===== src/rtl/logic_unit_arbiter_if.sv =====
// Request/response bundle for logic_unit_arbiter: two valid/ready request
// ports and one valid/ready response port.
interface logic_unit_arbiter_if #(
    parameter int unsigned WIDTH = 8
);
    logic             req0_valid;
    logic             req0_ready;
    logic [2:0]       req0_op;
    logic [WIDTH-1:0] req0_a;
    logic [WIDTH-1:0] req0_b;
    logic             req1_valid;
    logic             req1_ready;
    logic [2:0]       req1_op;
    logic [WIDTH-1:0] req1_a;
    logic [WIDTH-1:0] req1_b;
    logic             rsp_valid;
    logic             rsp_ready;
    logic [WIDTH-1:0] rsp_data;
    logic             rsp_id;
    logic             rsp_err;

    modport master (
        output req0_valid, req0_op, req0_a, req0_b,
        output req1_valid, req1_op, req1_a, req1_b,
        output rsp_ready,
        input  req0_ready, req1_ready,
        input  rsp_valid, rsp_data, rsp_id, rsp_err
    );

    modport slave (
        input  req0_valid, req0_op, req0_a, req0_b,
        input  req1_valid, req1_op, req1_a, req1_b,
        input  rsp_ready,
        output req0_ready, req1_ready,
        output rsp_valid, rsp_data, rsp_id, rsp_err
    );
endinterface


===== src/rtl/logic_unit_arbiter.sv =====
// Round-robin arbiter sharing one bitwise logic unit between two requesters.
// Optional grant/error counters enabled by LOGIC_UNIT_ARB_STATS_EN.
module logic_unit_arbiter #(
    parameter int unsigned WIDTH = 8
) (
    input  logic                    clk,
    input  logic                    rst_n,
    logic_unit_arbiter_if.slave     bus
`ifdef LOGIC_UNIT_ARB_STATS_EN
    ,
    output logic [15:0]             grant_cnt0,
    output logic [15:0]             grant_cnt1,
    output logic [7:0]              err_cnt
`endif
);

    typedef enum logic [1:0] {IDLE, EXEC, RESP} state_t;

    state_t           state;
    state_t           state_nxt;
    logic             last_grant;
    logic [2:0]       op_q;
    logic [WIDTH-1:0] a_q;
    logic [WIDTH-1:0] b_q;
    logic             id_q;

    logic             grant0;
    logic             grant1;
    logic             ready0;
    logic             ready1;
    logic             accept;
    logic             accept_id;
    logic [2:0]       op_sel;
    logic [WIDTH-1:0] a_sel;
    logic [WIDTH-1:0] b_sel;
    logic [WIDTH-1:0] result;
    logic             result_err;

    logic             rsp_valid_q;
    logic [WIDTH-1:0] rsp_data_q;
    logic             rsp_id_q;
    logic             rsp_err_q;

    // On a tie the requester that did not win last time is granted.
    always_comb begin
        grant0 = bus.req0_valid && (!bus.req1_valid || last_grant);
        grant1 = bus.req1_valid && (!bus.req0_valid || !last_grant);
    end

    always_ff @(posedge clk) begin
        if (!rst_n) state <= IDLE;
        else        state <= state_nxt;
    end

    always_comb begin
        state_nxt = state;
        unique case (state)
            IDLE:    if (accept) state_nxt = EXEC;
            EXEC:    state_nxt = RESP;
            RESP:    if (bus.rsp_ready) state_nxt = IDLE;
            default: state_nxt = IDLE;
        endcase
    end

    // Readies are gated by reset so nothing is accepted while rst_n is low.
    always_comb begin
        ready0    = 1'b0;
        ready1    = 1'b0;
        if (state == IDLE && rst_n) begin
            ready0 = grant0;
            ready1 = grant1;
        end
        accept    = ready0 || ready1;
        accept_id = ready1;
    end

    always_comb begin
        op_sel = accept_id ? bus.req1_op : bus.req0_op;
        a_sel  = accept_id ? bus.req1_a  : bus.req0_a;
        b_sel  = accept_id ? bus.req1_b  : bus.req0_b;
    end

    always_comb begin
        result_err = 1'b0;
        unique case (op_q)
            3'd0:    result = a_q & b_q;
            3'd1:    result = a_q | b_q;
            3'd2:    result = ~a_q;
            3'd3:    result = ~(a_q | b_q);
            3'd4:    result = a_q ^ b_q;
            3'd5:    result = ~(a_q ^ b_q);
            3'd6:    result = ~(a_q & b_q);
            default: begin
                result     = '0;
                result_err = 1'b1;
            end
        endcase
    end

    always_ff @(posedge clk) begin
        if (!rst_n) begin
            last_grant  <= 1'b1;
            op_q        <= '0;
            a_q         <= '0;
            b_q         <= '0;
            id_q        <= 1'b0;
            rsp_valid_q <= 1'b0;
            rsp_data_q  <= '0;
            rsp_id_q    <= 1'b0;
            rsp_err_q   <= 1'b0;
        end else begin
            if (accept) begin
                op_q       <= op_sel;
                a_q        <= a_sel;
                b_q        <= b_sel;
                id_q       <= accept_id;
                last_grant <= accept_id;
            end
            if (state == EXEC) begin
                rsp_data_q  <= result;
                rsp_err_q   <= result_err;
                rsp_id_q    <= id_q;
                rsp_valid_q <= 1'b1;
            end else if (state == RESP && bus.rsp_ready) begin
                rsp_valid_q <= 1'b0;
            end
        end
    end

    assign bus.req0_ready = ready0;
    assign bus.req1_ready = ready1;
    assign bus.rsp_valid  = rsp_valid_q;
    assign bus.rsp_data   = rsp_data_q;
    assign bus.rsp_id     = rsp_id_q;
    assign bus.rsp_err    = rsp_err_q;

`ifdef LOGIC_UNIT_ARB_STATS_EN
    always_ff @(posedge clk) begin
        if (!rst_n) begin
            grant_cnt0 <= '0;
            grant_cnt1 <= '0;
            err_cnt    <= '0;
        end else if (accept) begin
            if (!accept_id && grant_cnt0 != '1) grant_cnt0 <= grant_cnt0 + 16'd1;
            if (accept_id && grant_cnt1 != '1)  grant_cnt1 <= grant_cnt1 + 16'd1;
            if (op_sel == 3'd7 && err_cnt != '1) err_cnt <= err_cnt + 8'd1;
        end
    end
`endif

endmodule


===== src/flat_wrapper.sv =====
// flat-port wrapper written by rule: the top's interface ports become plain ports
module logic_unit_arbiter_flat 
#(
    parameter int unsigned WIDTH = 8
)
  (clk, rst_n, bus_req0_valid, bus_req0_op, bus_req0_a, bus_req0_b, bus_req1_valid, bus_req1_op, bus_req1_a, bus_req1_b, bus_rsp_ready, bus_req0_ready, bus_req1_ready, bus_rsp_valid, bus_rsp_data, bus_rsp_id, bus_rsp_err);
  logic_unit_arbiter_if #(.WIDTH(WIDTH)) bus_i ();
  input  logic clk;
  input  logic rst_n;
  input wire logic [$bits(bus_i.req0_valid)-1:0] bus_req0_valid;
  input wire logic [$bits(bus_i.req0_op)-1:0] bus_req0_op;
  input wire logic [$bits(bus_i.req0_a)-1:0] bus_req0_a;
  input wire logic [$bits(bus_i.req0_b)-1:0] bus_req0_b;
  input wire logic [$bits(bus_i.req1_valid)-1:0] bus_req1_valid;
  input wire logic [$bits(bus_i.req1_op)-1:0] bus_req1_op;
  input wire logic [$bits(bus_i.req1_a)-1:0] bus_req1_a;
  input wire logic [$bits(bus_i.req1_b)-1:0] bus_req1_b;
  input wire logic [$bits(bus_i.rsp_ready)-1:0] bus_rsp_ready;
  output wire logic [$bits(bus_i.req0_ready)-1:0] bus_req0_ready;
  output wire logic [$bits(bus_i.req1_ready)-1:0] bus_req1_ready;
  output wire logic [$bits(bus_i.rsp_valid)-1:0] bus_rsp_valid;
  output wire logic [$bits(bus_i.rsp_data)-1:0] bus_rsp_data;
  output wire logic [$bits(bus_i.rsp_id)-1:0] bus_rsp_id;
  output wire logic [$bits(bus_i.rsp_err)-1:0] bus_rsp_err;
  assign bus_i.req0_valid = bus_req0_valid;
  assign bus_i.req0_op = bus_req0_op;
  assign bus_i.req0_a = bus_req0_a;
  assign bus_i.req0_b = bus_req0_b;
  assign bus_i.req1_valid = bus_req1_valid;
  assign bus_i.req1_op = bus_req1_op;
  assign bus_i.req1_a = bus_req1_a;
  assign bus_i.req1_b = bus_req1_b;
  assign bus_i.rsp_ready = bus_rsp_ready;
  assign bus_req0_ready = bus_i.req0_ready;
  assign bus_req1_ready = bus_i.req1_ready;
  assign bus_rsp_valid = bus_i.rsp_valid;
  assign bus_rsp_data = bus_i.rsp_data;
  assign bus_rsp_id = bus_i.rsp_id;
  assign bus_rsp_err = bus_i.rsp_err;
  logic_unit_arbiter #(.WIDTH(WIDTH)) u_core (.clk(clk), .rst_n(rst_n), .bus(bus_i));
endmodule

===== config.mk =====
export PLATFORM = sky130hd
export DESIGN_NAME = logic_unit_arbiter_flat
export DESIGN_NICKNAME = d
export VERILOG_FILES = /design/src/rtl/logic_unit_arbiter_if.sv /design/src/rtl/logic_unit_arbiter.sv /design/src/flat_wrapper.sv
export SDC_FILE = /design/constraint.sdc
export NUM_CORES = 1
export LEC_CHECK = 0
export ABC_AREA = 1
export BUFFER_PORTS_ARGS = -buffer_cell sky130_fd_sc_hd__clkbuf_2
export CAP_MARGIN = 20
export CORE_MARGIN = 5
export CORE_UTILIZATION = 46
export DETAILED_ROUTE_END_ITERATION = 7
export GPL_TIMING_DRIVEN = 0
export PLACE_DENSITY = 0.68
export REMOVE_ABC_BUFFERS = 1
export SLEW_MARGIN = 15
export SYNTH_ARGS = -nofsm -noshare
export SYNTH_HDL_FRONTEND = slang
export SYNTH_SLANG_ARGS = --single-unit
export TNS_END_PERCENT = 100

===== constraint.sdc =====
create_clock -name clk -period 1.6 [get_ports clk]
set_input_delay 0.24 -clock clk [delete_from_list [all_inputs] [get_ports clk]]
set_output_delay 0.24 -clock clk [all_outputs]
set_load 0.05 [all_outputs]

; ---- Yosys cells after proc, flatten, opt, wreduce, memory -nomap -nowiden
; Index checks and enable logic that the tools add are counted.
[totals]
register_bits = 34
memories = 0
rom_bits = 0
out_inout_bits = 13
ram_bits = 0
latch_bits = 0
[op_classes]
magnitude_cmp = 0
div_mod_pow = 0
multipliers = 0
mux = 12
n_addsub = 0
n_bitwise = 7
n_reduce_logical = 15
n_eq_ne = 10
n_shift = 0
[ops]
columns = operator, n
row1 = 8-bit case mux with 7 select lines, 1
row2 = 8-bit NOT, 4
row3 = 8-bit two-way mux, 2
row4 = 3-bit == test (second input constant), 3
row5 = 8-bit AND, 1
row6 = 8-bit bitwise OR, 1
row7 = 8-bit bitwise XOR, 1
row8 = 7-bit OR reduction, 1
row9 = 3-bit by 2-bit == test with 1-bit output (second input constant), 2
row10 = 2-bit case mux with 3 select lines, 1
row11 = 1-bit two-way mux, 5
row12 = 1-bit logical AND, 4
row13 = 2-bit two-way mux, 2
row14 = 3-bit by 1-bit == test with 1-bit output (second input constant), 1
row15 = 1-bit zero test, 3
row16 = 3-bit zero test, 1
row17 = 1-bit logical OR, 3
row18 = 3-bit two-way mux, 1
row19 = 2-bit by 1-bit == test with 1-bit output (second input constant), 1
row20 = 2-bit == test (second input constant), 1
row21 = 2-bit zero test, 1
row22 = 2-bit by 1-bit inequality test with 1-bit output (second input constant), 1
row23 = 2-bit inequality test (second input constant), 1
row24 = 2-bit AND reduction, 1
row25 = 2-bit nonzero test, 1

; ---- Logic depth before layout (Yosys ltp)
[logic_depth]
depth_word = 7
mapped_depth = 9
ltp_nobuf = 9

; ---- Least setup slack after synthesis
; OpenSTA, ideal clock, no wires.
[synth_path]
path_kind = flip-flop to flip-flop
from = register u_core.state[1]
to = register u_core.a_q[3]
arrival_time_ps = 1264
setup_slack_ps = 204
t_required_ps = 1468
path_buffers = 1
period_less_slack_ps = 1396
stages_incl_launch_ff = 8
cell_sequence = dfxtp_1 > nor3_2 > nand3_1 > inv_1 > buf_2 > nand2_1 > nand2_1 > a21oi_1
[synth_between]
elab_chain_len = 4
elab_cells_between_ends = 6
[synth_rtl]
columns = element, line
row1 = "start, declared", logic_unit_arbiter.sv:19  ; state_t state;
row2 = "start signal, assigned", logic_unit_arbiter.sv:52  ; else state <= state_nxt;
row3 = 2-bit zero test (*), logic_unit_arbiter.sv:69  ; if (state == IDLE && rst_n) begin
row4 = 1-bit logical AND (*), logic_unit_arbiter.sv:69
row5 = 1-bit two-way mux (*), logic_unit_arbiter.sv:69
row6 = net bus_req1_ready, flat_wrapper.sv:20  ; output wire logic [$bits(bus_i.req1_ready)-1:0] bus_req1_ready;
row7 = 8-bit two-way mux / 1-bit logical OR (equally long branches), "logic_unit_arbiter.sv:79, logic_unit_arbiter.sv:73"
row8 = "end signal, assigned", logic_unit_arbiter.sv:114  ; a_q <= a_sel;
row9 = "end, declared", logic_unit_arbiter.sv:23  ; logic [WIDTH-1:0] a_q;
; Mark *: on every way through the listed nets, which the timed path passes. The rest lies on a longest branch.
; A chain may end at the register's enable or synchronous reset.

; ---- Final worst setup path
[layout_path]
from = register u_core.state[1]
to = output port bus_req1_ready
[layout_between]
elab_chain_len = 3
[layout_rtl]
columns = element, line
row1 = 2-bit zero test, logic_unit_arbiter.sv:69
row2 = 1-bit logical AND, logic_unit_arbiter.sv:69
row3 = 1-bit two-way mux, logic_unit_arbiter.sv:69
row4 = "end, declared", flat_wrapper.sv:20
; No other way between the ends.

==> out/qor.csv <==
metric,value,unit
outcome,"complete, but fails checks",
failed_checks,negative setup slack,
power.total,2.55,mW
p_per_area,810,nW/um^2
syn_to_final_growth,29.4,%
synthTopCellsByArea,"dfxtp_1 (28%), nand2_1 (14%), inv_1 (12%)",
place_congestion,0.806,
first_pass_iters,4,
crit_chain,"nor3_4, buf_4, nand3_4, clkinvlp_4, buf_8",
cts_buffers,5,
vias,2779,
synth.most_common_cell,nand2_1,
ys_types,19,
cts_tree,built,
post-route-min-period,1.62,ns
fin_util,0.613,
postSynth.asyncResetShare,0,
antenna_found_initial,0,
synth_commonest_cells,"nand2_1 (94), inv_1 (80), nand3_1 (54)",
core,5140,um^2
die_h,82.8,um
worst_slack,-0.0241,ns
io_buffers,55,
cp_slowest_cell,dfxtp_4,
worst_pin_slew,0.401,ns
gr-total-overflow,0,
yosys_warnings,0,
syn_area_per_cell,5.99,um^2
remaining_drc_errors,0,
wire_per_inst,13.5,um
crit_type,flop to output port,
fillers,518,
wirelength,7.30,mm
hold_ws,0.218,ns
cp.arrival,1.38,ns
crit_fanout,6,
drive_above_1_share,0.233,
critPathCaptureType,output port,
nets,531,
final_max_slew_viol_count,0,
max_freq,616,MHz
start_util,0.474,
synthCells,407,
cts.sinks,34,
fp.dieW,82.8,um
drv_cap,0,
clock_path_buffers,2,
synth-seq-cells,34,
ir_worst_vdd,0.000521,V
routed_via_density,5.12,
pre_cts_ws,-1.39,ns
tns,-0.0241,ns
grt_max_degree,32,
hpwl,3.82,mm
clock_latency,0.29,ns
synth.top_cell.area_share,0.279,
grt_pass1_vias,2436,
critPathLaunchType,flop,
yosys_most_used_dff,dfxtp_1,
grtUsageTotal,0.216,
detail-route-antenna-nets,0,
rsz0062_at_grt,true,
root_buffer,clkbuf_8,
period_share,1.02,
num_antenna_cells,0,
hold_buffers,0,
hold_violations,0,
clk_pin_slew_worst_paths,0.07,ns
hold_path_class,input pin to flop,
pin_count,56,
critical_path.max_stage_delay,0.35,ns
slew_headroom,0.732,
yosysSeqAreaShare,0.279,
die-area,6850,um^2
grt_first_pass_wirelength,11.3,mm
h-tree-depth,2,
setup_viol,1,
cp.required,1.36,ns
synth_enable_flop_cells,0,
synth_top_area_cell,dfxtp_1,
rows,26,
syn-cell-area,2440,um^2
drt-initial-drc-count,198,
fin_worst_skew,0.00671,ns
p_leak,1.65,nW
## report_power, final
part	internal [mW]	switching [mW]	leakage [nW]
clock network	0.346	0.328	0.0472
logic	0.313	0.544	1.32
registers	0.925	0.0990	0.281
## path summary, 6_finish.rpt
check | cells past startpoint | end | slack, ns | from
worst min register to register | 2 | u_core.id_q | 0.47 | u_core.id_q
worst max register to register | 7 | u_core.b_q[7] | 0.02 | u_core.state[1]
worst max-delay path | 5 | bus_req1_ready | -0.02 | u_core.state[1]
worst min-delay path | 2 | u_core.last_grant | 0.22 | rst_n
## registers in the layout, summed over array words and instances (netlist names)
name	count
u_core.a_q	8
u_core.b_q	8
u_core.bus.rsp_data	8
u_core.op_q	3
u_core.state	2
u_core.bus.rsp_err	1
u_core.bus.rsp_id	1
u_core.bus.rsp_valid	1
u_core.id_q	1
u_core.last_grant	1
## routing by layer
| metal | global-route usage | up-vias | routed length [um] | part of all wire |
|---|---|---|---|---|
| met2 | 0.354 | 93 | 3540 | 0.48 |
| met4 | 0.0899 | 0 | 132 | 0.018 |
| met5 | 0 | - | 0 | 0 |
| met3 | 0.0443 | 15 | 653 | 0.089 |
| li1 | - | 1419 | - | - |
| met1 | 0.275 | 1252 | 2980 | 0.41 |
## cell families after synthesis
family,Yosys count,synth area share
and+or+nand+nor,196,0.352
buffers and inverters,107,0.173
AOI/OAI and AO/OA,54,0.113
DFF,34,0.279
adders and majority gates,16,0.0822
## cells in the final DEF, fill, tap and decap left out, types with 2 or more instances in the layout
cell / instances
a21oi_1: 31
buf_4: 19
buf_6: 2
buf_8: 2
clkbuf_2: 53
clkbuf_8: 6
clkinvlp_4: 6
dfxtp_1: 30
dfxtp_4: 4
ha_1: 16
inv_1: 77
inv_4: 2
nand2_1: 92
nand2_4: 2
nand3_1: 52
nand3_4: 3
nand4_1: 16
nor2_1: 26
nor2_4: 4
o21ai_0: 19
o21ai_1: 2
## timing repair
item	in CTS	in global routing
buffers inserted	10	11
gates cloned	5	2
pin swaps	3	3
endpoints found under the setup margin	34	35
gates resized for setup	28	13
endpoints found under the hold margin	0	0
## worst max-delay path, delay by kind of cell, from the launching register on
family	cells	cell delay [ns]
buffers and inverters	3	0.42
and+or+nand+nor	2	0.32
DFF	1	0.35
## cell type report
cell class / count / area, um^2 / share of cell area
multi-input cells: 270 / 1470 / 0.466
flip-flops and latches: 34 / 696 / 0.221
repair buffers: 76 / 460 / 0.146
inverters: 82 / 320 / 0.102
well taps: 70 / 87.6 / 0.0278
clock buffers: 6 / 82.6 / 0.0262
repair inverters: 3 / 22.5 / 0.00715
clock inverters: 2 / 12.5 / 0.00397
## stage by stage
| stage | std cells | cell area (um^2) |
|---|---|---|
| global route | 543 | 3150 |
| CTS | 530 | 3010 |
| detailed placement | 507 | 2690 |
| global placement | 507 | 2690 |
| finish | 543 | 3150 |
| floorplan | 382 | 2320 |
No activity file was read; power rests on OpenSTA's default activity.
